--- src/rtl/bcd_to_binary_seq.sv ---
// Sequential BCD-to-binary converter using reverse double-dabble, one shift per clock.
// A start/done handshake wraps an IDLE -> CHECK -> SHIFT FSM with registered outputs.
module bcd_to_binary_seq #(
  parameter int NUM_DIGITS = 3,
  parameter int BIN_WIDTH  = 10
) (
  input  logic                    CLOCK_50_I,
  input  logic                    resetn,
  input  logic                    start_i,
  input  logic [4*NUM_DIGITS-1:0] bcd_i,
  output logic                    busy_o,
  output logic                    done_o,
  output logic [BIN_WIDTH-1:0]    binary_o,
  output logic                    error_o
);

  localparam int BCD_W = 4 * NUM_DIGITS;
  localparam int SR_W  = BCD_W + BIN_WIDTH;
  localparam int CNT_W = $clog2(BIN_WIDTH + 1);
  localparam logic [CNT_W-1:0] LAST_SHIFT = CNT_W'(BIN_WIDTH - 1);

  typedef enum logic [1:0] {
    IDLE,
    CHECK,
    SHIFT
  } state_t;

  state_t            state;
  logic [SR_W-1:0]   sr;
  logic [SR_W-1:0]   sr_shifted;
  logic [SR_W-1:0]   sr_corrected;
  logic [CNT_W-1:0]  count;
  logic              digit_invalid;

  // NOTE: every signal gets a default at the top of always_comb so no path
  // leaves it unassigned, which would otherwise infer a latch.
  always_comb begin
    sr_shifted    = sr >> 1;
    sr_corrected  = sr_shifted;
    digit_invalid = 1'b0;
    for (int d = 0; d < NUM_DIGITS; d++) begin
      // Undo the doubling carry: a digit that reached 8+ after the shift had 5+ before it.
      if (sr_shifted[BIN_WIDTH + 4*d +: 4] >= 4'd8)
        sr_corrected[BIN_WIDTH + 4*d +: 4] = sr_shifted[BIN_WIDTH + 4*d +: 4] - 4'd3;
      if (sr[BIN_WIDTH + 4*d +: 4] > 4'd9)
        digit_invalid = 1'b1;
    end
  end

  // NOTE: sequential state uses non-blocking assignments so every register
  // samples pre-edge values, independent of statement order.
  always_ff @(posedge CLOCK_50_I or negedge resetn) begin
    if (!resetn) begin
      state    <= IDLE;
      sr       <= '0;
      count    <= '0;
      busy_o   <= 1'b0;
      done_o   <= 1'b0;
      binary_o <= '0;
      error_o  <= 1'b0;
    end else begin
      done_o <= 1'b0;
      unique case (state)
        IDLE: begin
          if (start_i) begin
            sr      <= {bcd_i, {BIN_WIDTH{1'b0}}};
            count   <= '0;
            error_o <= 1'b0;
            busy_o  <= 1'b1;
            state   <= CHECK;
          end
        end
        CHECK: begin
          if (digit_invalid) begin
            error_o  <= 1'b1;
            binary_o <= '0;
            done_o   <= 1'b1;
            busy_o   <= 1'b0;
            state    <= IDLE;
          end else begin
            state <= SHIFT;
          end
        end
        SHIFT: begin
          sr    <= sr_corrected;
          count <= count + CNT_W'(1);
          if (count == LAST_SHIFT) begin
            binary_o <= sr_corrected[BIN_WIDTH-1:0];
            done_o   <= 1'b1;
            busy_o   <= 1'b0;
            state    <= IDLE;
          end
        end
        default: state <= IDLE;
      endcase
    end
  end

endmodule

--- config.mk ---
export PLATFORM = sky130hd
export DESIGN_NAME = bcd_to_binary_seq
export DESIGN_NICKNAME = d
export VERILOG_FILES = /design/src/rtl/bcd_to_binary_seq.sv
export SDC_FILE = /design/constraint.sdc
export NUM_CORES = 1
export LEC_CHECK = 0
export ABC_AREA = 1
export CAP_MARGIN = 20
export CORE_AREA = 4 4 88 90
export CTS_CLUSTER_SIZE = 12
export DETAILED_ROUTE_END_ITERATION = 6
export DIE_AREA = 0 0 92 94
export GPL_TIMING_DRIVEN = 0
export PLACE_DENSITY = 0.49
export SETUP_SLACK_MARGIN = 0.02
export SYNTH_ARGS = -nofsm -noshare
export SYNTH_HDL_FRONTEND = slang
export SYNTH_SLANG_ARGS = --single-unit
--- constraint.sdc ---
create_clock -name CLOCK_50_I -period 1.4 [get_ports CLOCK_50_I]
set_input_delay 0.28 -clock CLOCK_50_I [delete_from_list [all_inputs] [get_ports CLOCK_50_I]]
set_output_delay 0.28 -clock CLOCK_50_I [all_outputs]
set_load 0.02 [all_outputs]
==> flow_summary.json <==
{
  "outcome": "complete, but fails checks",
  "violations": "negative setup slack",
  "dp_hpwl_mm": 3.30,
  "io_buffers": 27,
  "peakVddDrop_v": 0.000665,
  "grt_usage": 0.127,
  "seq_area_frac_synth": 0.488,
  "fmax_mhz": 686,
  "overflow": 0,
  "slew_headroom": 0.735,
  "wl_mm": 5.34,
  "fin_ws_ps": -57.7,
  "numCtsBuffers": 5,
  "cp-end-kind": "register",
  "fin_cells": 403,
  "drt_first_pass_iters": 4,
  "slowest_delay_ps": 460,
  "path_class": "register to register",
  "grt_pass1_vias": 1788,
  "clock_latency_ps": 300,
  "cp_common_cell": "buf_6",
  "slowest_stage": "dfrtp_2",
  "final_nets": 328,
  "grt_first_pass_wirelength_mm": 8.71,
  "initialDrtViolationCount": 18,
  "synth_edf_count": 0,
  "ant_nets": 0,
  "fin_hold_ws_ps": 433,
  "drive_gt1_frac": 0.332,
  "pre_cts_slack_ps": -273,
  "num_vias": 1794,
  "die_area_um2": 8650,
  "critPathArrivalTime_ps": 1660,
  "dp_cells": 371,
  "clkTransAtPathRegs_ps": 90,
  "crit_required_ps": 1600,
  "syn_nets": 269,
  "hp-class": "primary input to async pin",
  "fill_cells": 703,
  "fin_crit_sh": 1.04,
  "area_growth_pct": 55.3,
  "clock_skew_ps": 5.15,
  "ios": 28,
  "critical_path.max_fanout": 7,
  "netlist-cell-type-count": 24,
  "wl_per_cell_um": 13.3,
  "final_common_cell": "nand2_1",
  "cts_tree": "built",
  "drc": 0,
  "cp-startpoint": "state[1]",
  "viasPerCell": 4.45,
  "chipHeight_um": 94,
  "gp_congestion": 0.776,
  "setup_violations": 26,
  "ys_seq_elements": 40,
  "htreeDepth": 2,
  "fp.coreArea_um2": 7060,
  "placementRows": 31,
  "regToRegStartpoint": "state[1]",
  "clockBufferDepth": 2,
  "finalHoldViolCount": 0,
  "rsz0062_at_grt": "true",
  "initial_core_util": 0.290,
  "power_density_nw_per_um2": 2090,
  "synth_area_um2": 2050,
  "clock-root-buffer": "clkbuf_8",
  "syn_inst": 244,
  "antenna_found_initial": 0,
  "maxCapViolCount": 0,
  "n_antenna_cell": 0,
  "final_cell_mix": "58 x nand2_1, 37 x dfrtp_1, 24 x inv_1",
  "grt_max_degree": 27,
  "avgSynthCellArea_um2": 8.40,
  "yosys_warnings": 0,
  "maxSlewViolCount": 0,
  "cts.sinks": 40,
  "p_leak_nw": 1.55,
  "worstSetupStartpointType": "register",
  "synth-main-ff-cell": "dfrtp_1",
  "crit_chain": "inv_2 -> buf_6 -> ha_4 -> nand4_4 -> buf_6 -> nand3_1 -> nand2_1",
  "die_x_um": 92,
  "reg2regPathDepth": 7,
  "layout_min_cycle_time_ps": 1460,
  "tightest_slew_ps": 398,
  "async_reset_ff_frac": 1.00,
  "tns_ps": -897
}
==> metrics by stage <==
stage               total power, W  instance area (µm²)  utilization
floorplan                  0.00331                 2050            -
global placement           0.00392                 2440        0.346
global route               0.00711                 3180        0.451
finish                     0.00666                 3180        0.451
detailed placement         0.00396                 2460        0.348
CTS                        0.00614                 2990        0.424
==> path summary, 6_finish.rpt <==
check	end	slack, ps
max	binary_o[2]	-60
max reg2reg	binary_o[2]	-60
min in group CLOCK_50_I	binary_o[5]	470
max in group asynchronous	sr[8]	500
min reg2reg	binary_o[5]	470
min	sr[16]	430
==> cells by family (layout without fill, tap and decap cells) <==
logic type / count (synthesis) / in the layout / share of synthesized area
AOI/OAI and AO/OA: 40 / 40 / 0.112
xor gates and xnor gates: 2 / 2 / 0.00855
adders and majority gates: 10 / 10 / 0.0611
buffers and inverters: 38 / 97 / 0.0916
DFF: 40 / 40 / 0.488
and+or+nand+nor: 114 / 115 / 0.239
==> cell type report <==
type / count / area (µm²) / area share
Multi-Input combinational cell: 167 / 1160 / 0.365
Sequential cell: 40 / 1000 / 0.316
Timing Repair Buffer: 52 / 563 / 0.177
Tap cell: 99 / 124 / 0.0389
Inverter: 30 / 123 / 0.0385
Buffer: 7 / 95.1 / 0.0299
Clock buffer: 5 / 68.8 / 0.0216
Clock inverter: 3 / 42.5 / 0.0134
==> registers in the layout (all words and copies together) (netlist names) <==
register	count
done_o	1
binary_o	10
state	2
error_o	1
sr	21
count	4
busy_o	1
==> cell usage after synthesis (3+ instances only) <==
cell	n	area share
a21oi_1	6	0.015
a31oi_1	3	0.0092
buf_6	4	0.022
dfrtp_1	40	0.49
ha_1	10	0.061
inv_1	29	0.053
nand2_1	66	0.12
nand3_1	20	0.049
nand4_1	3	0.0092
nor2_1	20	0.037
o21ai_0	15	0.037
o21ai_1	5	0.012
o22ai_1	6	0.018
==> repair_timing <==
action	CTS	global route
endpoints found under the setup margin	50	40
pin swaps	11	20
hold buffers	1	0
cloned	4	1
resized for setup	72	40
hold endpoints to repair	14	0
buffers inserted	16	3
==> critical path, delay by kind of cell (launching register included) <==
kind                       cells  cell delay [ps]
buffers and inverters          3              420
DFF                            1              460
and+or+nand+nor                3              330
adders and majority gates      1              150
==> metal layers <==
layer | global-route usage | wire, µm
met1 | 0.164 | 2480
met2 | 0.213 | 2580
met3 | 0.0288 | 212
met4 | 0.0384 | 65
met5 | 0 | 0
==> report_power, final <==
group	leakage (nW)	internal [W]	switching [W]
logic	0.974	0.00186	0.00206
registers	0.524	0.00147	0.000297
clock network	0.0541	0.000528	0.000440
No activity file was read; power rests on OpenSTA's default activity.
